[src/rtl/convert_pipelined.sv]
// convert_pipelined: two-stage fixed-point realignment with rounding, overflow handling and valid/ready flow control.
// Stage 1 aligns and rounds each channel; stage 2 range-checks into dout/ovf.
module convert_pipelined #(
    parameter int N_BITS_IN  = 8,
    parameter int BIN_PT_IN  = 7,
    parameter int N_BITS_OUT = 4,
    parameter int BIN_PT_OUT = 3,
    parameter int SIGNED     = 1,
    parameter int QUANT      = 0,
    parameter int OVERFLOW   = 1,
    parameter int N_CHANNELS = 1,
    parameter int CNT_BITS   = 16
) (
    input  logic                             clk,
    input  logic                             rst_n,
    input  logic [N_CHANNELS*N_BITS_IN-1:0]  din,
    input  logic                             in_valid,
    output logic                             in_ready,
    output logic [N_CHANNELS*N_BITS_OUT-1:0] dout,
    output logic                             out_valid,
    input  logic                             out_ready,
    output logic [N_CHANNELS-1:0]            ovf,
    output logic [CNT_BITS-1:0]              ovf_count,
    input  logic                             ovf_clr
);
    localparam int D  = BIN_PT_IN - BIN_PT_OUT;
    localparam int DP = D > 0 ? D : 0;
    localparam int DN = D < 0 ? -D : 0;
    localparam int WA = (N_BITS_IN + DN > N_BITS_OUT) ? N_BITS_IN + DN : N_BITS_OUT;
    // DP extra bits keep every discarded bit visible before the right shift
    localparam int W  = WA + 2 + DP;
    localparam logic [W-1:0] ONE  = W'(1);
    localparam logic [W-1:0] HALF = DP > 0 ? ONE << (DP > 0 ? DP - 1 : 0) : '0;
    localparam logic [W-1:0] LOW  = DP > 1 ? HALF - ONE : '0;
    localparam logic signed [W-1:0] MAXV = SIGNED != 0 ? $signed((ONE << (N_BITS_OUT - 1)) - ONE)
                                                       : $signed((ONE << N_BITS_OUT) - ONE);
    localparam logic signed [W-1:0] MINV = SIGNED != 0 ? -$signed(ONE << (N_BITS_OUT - 1)) : '0;

    logic                             w_adv;
    logic                             w_fire;
    logic                             r_v1;
    logic                             r_v2;
    logic [N_CHANNELS*N_BITS_OUT-1:0] w_dout;
    logic [N_CHANNELS-1:0]            w_ovf;
    logic [N_CHANNELS*N_BITS_OUT-1:0] r_dout;
    logic [N_CHANNELS-1:0]            r_ovf;
    logic [CNT_BITS-1:0]              r_cnt;

    assign w_adv     = out_ready | ~r_v2;
    assign in_ready  = w_adv;
    assign out_valid = r_v2;
    assign dout      = r_dout;
    assign ovf       = r_ovf;
    assign ovf_count = r_cnt;
    assign w_fire    = r_v2 & out_ready & |r_ovf;

    genvar k;
    for (k = 0; k < N_CHANNELS; k++) begin : g_ch
        logic [N_BITS_IN-1:0]  w_x;
        logic [W-1:0]          w_xe;
        logic signed [W-1:0]   w_q;
        logic signed [W-1:0]   w_r;
        logic signed [W-1:0]   r_s1;
        logic                  w_half;
        logic                  w_below;
        logic                  w_inc;
        logic                  w_hi;
        logic                  w_lo;
        assign w_x     = din[k*N_BITS_IN +: N_BITS_IN];
        assign w_xe    = {{(W-N_BITS_IN){(SIGNED != 0) & w_x[N_BITS_IN-1]}}, w_x};
        assign w_q     = ($signed(w_xe) <<< DN) >>> DP;
        assign w_half  = |(w_xe & HALF);
        assign w_below = |(w_xe & LOW);
        // half-even only rounds up a tie when the floored LSB is odd
        assign w_inc   = QUANT == 1 ? w_half : QUANT == 2 ? w_half & (w_below | w_q[0]) : 1'b0;
        assign w_r     = w_q + $signed({{(W-1){1'b0}}, w_inc});
        always_ff @(posedge clk) begin
            if (!rst_n) r_s1 <= '0;
            else if (w_adv) r_s1 <= w_r;
        end
        assign w_hi = r_s1 > MAXV;
        assign w_lo = r_s1 < MINV;
        assign w_ovf[k] = w_hi | w_lo;
        assign w_dout[k*N_BITS_OUT +: N_BITS_OUT] =
            (OVERFLOW != 0 && w_hi) ? MAXV[N_BITS_OUT-1:0] :
            (OVERFLOW != 0 && w_lo) ? MINV[N_BITS_OUT-1:0] : r_s1[N_BITS_OUT-1:0];
    end

    always_ff @(posedge clk) begin
        if (!rst_n) begin
            r_v1   <= 1'b0;
            r_v2   <= 1'b0;
            r_dout <= '0;
            r_ovf  <= '0;
        end else if (w_adv) begin
            r_v1   <= in_valid;
            r_v2   <= r_v1;
            r_dout <= w_dout;
            r_ovf  <= w_ovf;
        end
    end

    always_ff @(posedge clk) begin
        if (!rst_n || ovf_clr) r_cnt <= '0;
        else if (w_fire && r_cnt != '1) r_cnt <= r_cnt + 1'b1;
    end
endmodule

[config.mk]
export PLATFORM = sky130hd
export DESIGN_NAME = convert_pipelined
export DESIGN_NICKNAME = d
export VERILOG_FILES = /design/src/rtl/convert_pipelined.sv
export SDC_FILE = /design/constraint.sdc
export NUM_CORES = 1
export LEC_CHECK = 0
export CAP_MARGIN = 20
export CORE_ASPECT_RATIO = 1.25
export CORE_MARGIN = 10
export CORE_UTILIZATION = 42
export DETAILED_ROUTE_END_ITERATION = 8
export PLACE_DENSITY = 0.75
export REMOVE_ABC_BUFFERS = 1
export SETUP_SLACK_MARGIN = 0.02
export SLEW_MARGIN = 20
export SYNTH_ARGS = -nofsm -noshare
export SYNTH_HDL_FRONTEND = slang
export SYNTH_SLANG_ARGS = --single-unit
[constraint.sdc]
create_clock -name clk -period 1.6 [get_ports clk]
set_clock_uncertainty 0.1 [all_clocks]
set_input_delay 0.16 -clock clk [delete_from_list [all_inputs] [get_ports clk]]
set_output_delay 0.16 -clock clk [all_outputs]
set_load 0.02 [all_outputs]
; ---- Word level (Yosys, flattened, before mapping)
; Cells that the tools add are included.
[op_classes]
reduce_logical = 3
bitwise_logic = 5
n_mux = 2
n_addsub = 1
eq_ne = 1
magnitude_cmp = 2
[ops]
columns = cell, count
row1 = "adder 16 x 1 -> 16 bit, second input constant", 1
row2 = "!= test 16 bit, second input constant", 1
row3 = 2-to-1 mux 4 bit, 2
row4 = "greater-than comparator 4 bit, second input constant", 1
row5 = "< comparator 4 bit, second input constant", 1
row6 = AND 1 bit, 2
row7 = bitwise OR 1 bit, 2
row8 = logical AND 1 bit, 1
row9 = logical NOT 1 bit, 1
row10 = logical OR 1 bit, 1
row11 = NOT 1 bit, 1
[totals]
wordCells = 20
register_bits = 27
inputBits = 13
out_inout_bits = 23

; ---- Logic depth before layout (Yosys ltp)
[logic_depth]
word_depth = 3
ltp_mapped = 7
mapped_depth_nobuf = 5

; ---- Least setup slack after synthesis
; OpenSTA, ideal clock, no wires.
[synth_timing]
path_kind = reg2reg
startpoint = register r_cnt[0], in the netlist ovf_count[0]
endpoint = register r_cnt[8], in the netlist ovf_count[8]
synth_period_minus_slack_ps = 1956
slack_ps = -356
required_ps = 1430
arrival_time_ps = 1785
stages_incl_launch_ff = 6
path_buffers = 0
setup_time_ps = 70
path_cell_list = dfxtp_1 > ha_1 > nand2_2 > or3_4 > or4_1 > a21oi_1
[synth_between]
elab_chain_len = 2
elab_cells_between_ends = 3
cone_classes = add/sub (1) / eq/ne (1) / reduce/logical (1)
[synth_rtl]
columns = item, line_no
row1 = from (decl), 47  ; logic [CNT_BITS-1:0] r_cnt;
row2 = from (signal assigned), 105  ; else if (w_fire && r_cnt != '1) r_cnt <= r_cnt + 1'b1;
row3 = "parallel branches: the longest is 2 deep, another holds adder 16 x 1 -> 16 bit", n/a
; Parallel ways; which one is timed is not known.
; A chain may end at the register's enable or synchronous reset.

; ---- Final worst setup path
[layout_timing]
startpoint = register r_cnt[0], in the netlist ovf_count[0]
endpoint = register r_cnt[11], in the netlist ovf_count[11]
; Same word-level chain as after synthesis.

==> metrics <==
status finished with violations; failing checks setup timing; maximum fanout along the worst path 5; Reg clk slew, reported paths between 0.1 and 0.15 ns; Worst path max stage delay approximately 0.38 ns; power per cell area between 500 and 600 mW/mm2; Net Sw Frac 0.2297; Max stage delay cell, worst path dfxtp_2; Congestion Overflow GR 0; starting DRC count in detailed routing 94; flops & latches, synth 27; RSZ-0062 raised after global routing true; Diodes inserted 0; Slew Limit Fails 0; initial antenna violation count 0; IO Pins 36; final WL between 3000 and 4000 um; Comb power frac 0.084; placed wire-length estimate 2783 um; GPL Wtd Cong ~0.77; CTS max path bufs 2; syn avg cell area between 8 and 9 um2; placed cells ~240; ranking of synthesized cells by area dfxtp_1 44%, nand2_1 7.6%, a21boi_0 5.4%; TritonCTS clock tree done; Max Cap Violations 0; routed wire length per instance about 16 um; # DRC 0; Total GRT Usage 0.1421; global-route wire length before repair between 6000 and 7000 um; share of layout cells above drive strength 1 0.3699; relative slew slack 0.7944; Period minus WS final ~1.8 ns; mapped cell area between 0.001 and 0.0015 mm2; WP data required between 1.5 and 2 ns; Internal ~830 uW; Async SR Flop Fraction 0; critical path type reg2reg; timing-limited maximum frequency between 500 and 600 MHz; sequential cell fraction of total power 0.641; largest net degree at the start of global routing 15; Final Non-Filler Cells about 260; slew of the pin with the lowest slew margin 0.3059 ns; crit path cell chain buf_4, and3_2, nand4_1, buf_4, or3_1, a21oi_2; Post-synth EDFFs 0; final cycle utilization of the critical path 1.105; CP Launch Type flop; row cnt 22; Synth-to-Final Area Change 68.72%; DIE WIDTH 68.60 um; cell mode on critical path buf_4; leakage power around 0.95 nW; Synth top area share 0.4359; Hold Crit Start din[5]; total clock buffers created by CTS 3; clock root cell clkbuf_4; initial core utilization 0.4290; Fin Hold WS approximately 0.28 ns; Setup-failing EPs final 12; vias in the first global route 1,527; final-report hold violation count 0; cell accounting for the most synthesized area dfxtp_1; Top FF cell, synth dfxtp_1; reg2reg setup slack -0.17 ns; sequential area share after synthesis 0.4359; Die Y approximately 81 um; CTS HTree Levels 1; final worst-path setup slack -0.1676 ns; reg-to-reg critical path endpoint ovf_count[11]; ANT nets after route 0; reg-to-reg startpoint ovf_count[0]; share of the core filled with cells 0.7238; WHS Endpoint g_ch[0].r_s1[1]; Yosys warning count 0; Worst setup EP type flop; clk sinks 27; DRT Pass-1 Iters 4; Nets between 200 and 250; I/O Buffers 31; commonest cells after routing, fill and taps aside 39 x buf_4, 25 x nand2_1, 18 x dfxtp_1, 18 x dlygate4sd2_1, 9 x a21boi_0; Worst R2R Path Depth 6; vias per cell approximately 5.6; Worst EP arrival 1.93 ns; core region area 0.002890 mm2; HP Class in2reg; Cell variety after synth 35; synthesized instance count between 100 and 150; fill count 229; total number of vias approximately 1,400; clk_lat worst skew 0.32 ns; Worst VDD drop approximately 480 uV; Hold Crit Depth 3; Switch Pwr around 250 uW; die area 0.005539 mm2; clock power share 0.274; Placement Setup Slack -0.3794 ns; commonest non-fill, non-tap cell in the layout buf_4
[cells in the mapped netlist (2+ instances only)]
library cell	n
nor2b_1	2
nor2_1	2
dfxtp_1	27
o31ai_1	7
nand3_1	4
or3_1	3
nand4_1	6
nand2_1	25
nor4_1	3
nand2b_1	4
o21ai_0	5
mux2i_1	2
clkbuf_1	3
a21oi_1	13
or4_1	6
a21boi_0	9
and4_1	3
nor3_1	3
[layout make-up]
cell class                 instances  area (um2)  area share
clock buffer                       4       26.28     0.01256
inverter                           2       7.507    0.003589
multi-input combinational        109       789.5      0.3774
sequential                        27       559.3      0.2673
tap                               36       45.04     0.02153
timing repair buffer              77       664.4      0.3176
[registers in the layout (all words and copies together), names as in the netlist]
| name | flops |
|---|---|
| dout | 4 |
| out_valid | 1 |
| g_ch.r_s1 | 4 |
| ovf | 1 |
| ovf_count | 16 |
| r_v1 | 1 |
[power by group through the flow]
stage,registers [mW],clock network [mW],logic [mW]
2_1_floorplan,0.716,0,0.0270
3_3_place_gp,0.708,0,0.0908
3_5_place_dp,0.709,0,0.0931
6_report,0.689,0.295,0.0907
5_1_grt,0.691,0.333,0.0999
4_1_cts,0.694,0.301,0.0916
[stage by stage]
stage / setup TNS, ns / instance area [um2] / total power [mW]
2_1_floorplan: -13.96 / 1204 / 0.7426
5_1_grt: -1.677 / 2092 / 1.124
6_report: -0.7651 / 2092 / 1.074
4_1_cts: -0.5362 / 1938 / 1.087
3_5_place_dp: -3.741 / 1851 / 0.8017
3_3_place_gp: -2.913 / 1851 / 0.7988
[layer usage]
| metal | up-vias | GRT usage | wire (um) |
|---|---|---|---|
| li1 | 688 | - | - |
| met1 | 680 | 0.1487 | 1513 |
| met2 | 47 | 0.2495 | 2165 |
| met3 | 10 | 0.04270 | 259 |
| met4 | 0 | 0.06653 | 55 |
| met5 | - | 0 | 0 |
[how the worst max path moves through the flow]
stage                       startpoint             to  depth (start not counted)
after global routing      ovf_count[0]  ovf_count[11]                          6
final                     ovf_count[0]  ovf_count[11]                          6
after floorplan           ovf_count[0]   ovf_count[2]                          5
after detailed placement     out_ready   ovf_count[8]                          5
after global placement       out_ready   ovf_count[8]                          5
after CTS                 ovf_count[0]   ovf_count[8]                          5
[cells by family (layout without fill, tap and decap cells)]
family,after synthesis,in the layout,share of synthesized area
DFF,27,27,0.4359
AOI/OAI and AO/OA,37,37,0.1897
adders and majority gates,1,1,0.01009
buffers and inverters,8,83,0.03531
and+or+nand+nor,69,69,0.3128
muxes,2,2,0.01615
[critical path: cells and delay by family (launching register included)]
kind,cells,cell delay [ns]
AO/OA/AOI/OAI,1,0.13
AND/OR/NAND/NOR,3,0.75
buffers and inverters,2,0.35
flip-flops,1,0.38
[repair_timing]
item                                    4_1_cts  5_1_grt
cloned                                        1        0
setup buffers                                 4        3
resized for setup                            37       38
endpoints found under the setup margin       33       20
hold buffers                                  0        0
pin swaps                                    10       11
(Power assumes the default switching activity.)
==> variant 1: new RTL, same flow settings <==
The parameter `BIN_PT_OUT` goes from 3 to 5.
--- a/src/rtl/convert_pipelined.sv
+++ b/src/rtl/convert_pipelined.sv
@@ -4,7 +4,7 @@
     parameter int N_BITS_IN  = 8,
     parameter int BIN_PT_IN  = 7,
     parameter int N_BITS_OUT = 4,
-    parameter int BIN_PT_OUT = 3,
+    parameter int BIN_PT_OUT = 5,
     parameter int SIGNED     = 1,
     parameter int QUANT      = 0,
     parameter int OVERFLOW   = 1,
Behaviour: not the same (a bounded check fails within 4 cycles, from zero or initial values and one cycle with rst_n low).
==> variant 1 against the original RTL <==
The flow still finishes with violations (negative setup slack); cell count grew 6.7%; power rose by 24%; first-iteration DRC count up 27%; synthesized area up 6.7%; worst setup slack better by 0.060 ns; sequential share of layout area increased by 1.7 points; sequential cell count is 2 higher; design area increased by 1.7%; die area increased by 4.8%; core utilization shrank 0.79 points; routed wire length rose by 8.9%; critical path depth is 2 lower; critical path type unchanged.
==> variant 1: results (changes against the original RTL) <==
Tightest Pin Transition: 0.390 ns (was 0.306 ns)
Compound-Gate Fraction of Synth Area: 0.219 (was 0.190)
All-layer global routing usage: 0.146 (was 0.142)
Crit-path slowest cell: or4_1 (was dfxtp_2)
Routed len/inst: 16.0 um (was 15.7 um)
Placed cells: 259 (was 243)
VDD IR max: 0.000666 V (was 0.000481 V)
Metal-1 WL: 1640 um (was 1510 um)
Failing checks: negative setup slack (unchanged)
Port Buf Inserts: 33 (was 31)
Final WS setup: -0.108 ns (was -0.168 ns)
CP delay by family, top: simple AND/OR/NAND/NOR gates (unchanged)
Critical Path Start: ovf_count[13] (was ovf_count[0])
Met2 Use GR: 0.275 (was 0.250)
Met3 Resource Use GR: 0.0597 (was 0.0427)
Vias in the first global route: 1534 (was 1527)
GP Congestion: 0.931 (was 0.768)
Mux cell area share after synthesis: 0 (was 0.0161)
Final WL: 4350 um (was 3990 um)
# resized after CTS: 45 (was 37)
Post-DP Area: 1940 sq um (was 1850 sq um)
Met3 WL post-DR: 343 um (was 259 um)
Met1 Use GR: 0.140 (was 0.149)
Fillcell total: 242 (was 229)
TNS Setup: -0.226 ns (was -0.765 ns)
Share of layout cells above drive strength 1: 0.347 (was 0.370)
Vias per cell: 5.69 (was 5.59)
Dpl hpwl: 3070 um (was 2780 um)
Initial drt markers: 119 (was 94)
Library cells used by synthesis: 28 (was 35)
Crit path largest cell delay: 0.54 ns (was 0.38 ns)
Setup bufs post-CTS: 6 (was 4)
Endpoints failing setup: 5 (was 12)
Pleak: 0.923 nW (was 0.953 nW)
Synth area leaders: dfxtp_1 44%, nand2_1 6.8%, a21oi_1 6.4% (was dfxtp_1 44%, nand2_1 7.6%, a21boi_0 5.4%)
Met2 wire length: 2310 um (was 2170 um)
Status: complete, but fails checks (unchanged)
Crit-path max FO: 3 (was 5)
Register clock-pin slew on the reported worst setup and hold paths: 0.10 ns (was 0.14 ns)
First-pass GRT wire length: 7000 um (was 6420 um)
Post-layout util: 0.716 (was 0.724)
CTS H-tree lvls: 2 (was 1)
Worst Setup EP: ovf_count[14] (was ovf_count[11])
Net count reported at finish: 249 (was 234)
CTS Buf Count: 5 (was 3)
Worst r2r path cells: 4 (was 6)
Worst EP arrival: 1.88 ns (was 1.93 ns)
Sequential area share after synthesis: 0.439 (was 0.436)
-- variant 1: worst min-delay path by stage --
stage | from | end
5_1_grt | din[2] | g_ch[0].r_s1[0]
2_1_floorplan | rst_n | out_valid
4_1_cts | din[2] | g_ch[0].r_s1[0]
6_report | din[2] | g_ch[0].r_s1[0]
3_5_place_dp | g_ch[0].r_s1[0] | g_ch[0].r_s1[0]
3_3_place_gp | g_ch[0].r_s1[0] | g_ch[0].r_s1[0]
-- variant 1: layout make-up --
class | instances | share of cell area
Inverter | 2 | 0.00353
Multi-Input combinational cell | 123 | 0.374
Clock buffer | 6 | 0.0194
Sequential cell | 29 | 0.284
Timing Repair Buffer | 74 | 0.293
Tap cell | 36 | 0.0212
Clock inverter | 2 | 0.00470
-- variant 1: where the power goes --
part | internal [W] | total [W] | switching (W)
combinational | 0.0000714 | 0.000143 | 0.0000721
sequential | 0.000740 | 0.000754 | 0.0000139
clock | 0.000167 | 0.000433 | 0.000265
==> variant 2: new RTL, same flow settings <==
Without the edit above. Put one more register stage on the output `ovf_count`, with the module's reset. The value now appears one clock later. The other outputs are not delayed to match.
--- a/src/rtl/convert_pipelined.sv
+++ b/src/rtl/convert_pipelined.sv
@@ -51,7 +51,13 @@
     assign out_valid = r_v2;
     assign dout      = r_dout;
     assign ovf       = r_ovf;
-    assign ovf_count = r_cnt;
+    always_ff @(posedge clk) begin
+        if (!rst_n) begin
+            ovf_count <= '0;
+        end else begin
+            ovf_count <= r_cnt;
+        end
+    end
     assign w_fire    = r_v2 & out_ready & |r_ovf;
 
     genvar k;
Function: no difference found for any inputs over 10 cycles, from zero or initial values and one cycle with rst_n low; that may be too few to reach the edited logic, so the function may still have changed.
==> variant 2 against the original RTL <==
The flow still finishes with violations (negative setup slack); worst setup slack better by 0.068 ns; largest power group unchanged; sequential cell count rose by 16; routed wire length is 2.2% higher; power up 91%; sequential power is 58% higher; design area up 20%; synthesized cell count up 20%; synthesized area rose by 33%; sequential share of layout area grew 8.2 points; critical path type unchanged; die area increased by 23%; critical path depth increased by 1.
==> variant 2: results (changes against the original RTL) <==
Status: complete, but fails checks (unchanged)
Failing checks: negative setup slack (unchanged)
Pre-CTS setup slack: -0.201 ns (was -0.379 ns)
Vias: 1397 (was 1425)
Fillcell total: 288 (was 229)
Switching pwr: 0.000417 W (was 0.000247 W)
Pleak: 0.997 nW (was 0.953 nW)
Compound-Gate Fraction of Synth Area: 0.0752 (was 0.190)
Final WS setup: -0.0993 ns (was -0.168 ns)
Largest net degree at the start of global routing: 22 (was 15)
All-layer global routing usage: 0.118 (was 0.142)
Sequential area share after synthesis: 0.523 (was 0.436)
Vias in the first global route: 1452 (was 1527)
Library cells used by synthesis: 34 (was 35)
Met1 Use GR: 0.120 (was 0.149)
CTS Buf Count: 5 (was 3)
VDD IR max: 0.000563 V (was 0.000481 V)
XOR/XNOR Fraction of Synth Area: 0.0638 (was 0)
Crit-path max FO: 8 (was 5)
CTS H-tree lvls: 2 (was 1)
Worst r2r path cells: 7 (was 6)
Power Sequential: 0.00109 W (was 0.000689 W)
Met2 wire length: 2170 um (about the same)
Synth cell count leaders: 43 x dfxtp_1, 25 x nand2_1, 16 x and2_1 (was 27 x dfxtp_1, 25 x nand2_1, 13 x a21oi_1)
Max transition margin: 0.657 (was 0.794)
Dpl hpwl: 2670 um (was 2780 um)
FF-to-FF End: r_cnt[9] (was ovf_count[11])
Clock Tree Root: clkbuf_8 (was clkbuf_4)
Mux cell area share after synthesis: 0.00608 (was 0.0161)
Worst hold slack: 0.323 ns (was 0.282 ns)
Sw Share: 0.203 (was 0.230)
Routed len/inst: 13.9 um (was 15.7 um)
Clock Latency Late Sink: 0.29 ns (was 0.32 ns)
Final WL: 4080 um (was 3990 um)
Worst EP arrival: 1.79 ns (was 1.93 ns)
Metal-1 WL: 1660 um (was 1510 um)
Post-Synth Adder-Cell Area: 0.00760 (was 0.0101)
Met3 Resource Use GR: 0.0458 (was 0.0427)
Synthesized instance count: 173 (was 144)
Register clock-pin slew on the reported worst setup and hold paths: 0.08 ns (was 0.14 ns)
Met2 Use GR: 0.208 (was 0.250)
Post-DP Area: 2230 sq um (was 1850 sq um)
Endpoints failing setup: 12 (unchanged)
-- variant 2: cell types whose count changed in the layout (fill, tap and decap cells not counted), moves of 7 or more --
cell / delta
dlygate4sd2_1: -17
clkdlybuf4s50_1: +21
dfxtp_1: +16
xnor2_1: +11
buf_4: -7
and2_1: +16
nor2_1: +11
-- variant 2: cells by family after synthesis --
logic type | Yosys count
buffers and inverters | 9
DFF | 43
and+or+nand+nor | 91
AOI/OAI and AO/OA | 16
xor gates and xnor gates | 12
muxes | 1
adders and majority gates | 1
-- variant 2: layout make-up --
type,count,area [sq um],share of cell area
clock inverters,2,35.0,0.0140
flip-flops and latches,43,875,0.349
multi-input cells,121,871,0.347
clock buffers,6,82.6,0.0330
well taps,54,67.6,0.0270
repair buffers,64,561,0.224
inverters,4,15.0,0.00599
-- variant 2: how the worst max path moves through the flow --
stage          slack (ns)      start  depth (start not counted)         to
2_1_floorplan       -0.23  out_valid                          4    dout[0]
3_3_place_gp        -0.19  out_ready                          6  r_cnt[15]
3_5_place_dp        -0.20  out_ready                          6  r_cnt[15]
4_1_cts             -0.04  r_cnt[10]                          6   r_cnt[9]
5_1_grt             -0.17   r_cnt[9]                          6   r_cnt[3]
6_report             -0.1   r_cnt[1]                          7   r_cnt[9]
-- variant 2: critical path: stages (launching register included) --
cell and delay (ns):
dfxtp_2 0.34, ha_2 0.21, nand4_1 0.16, nor4_4 0.24, buf_6 0.23, nor3_2 0.07, xnor2_1 0.18, nor2_1 0.06
-- variant 2: repair_timing --
action / 4_1_cts / 5_1_grt
setup buffers: 2 / 1
gates resized for setup: 21 / 17
pin swaps: 10 / 7
endpoints found under the setup margin: 17 / 18
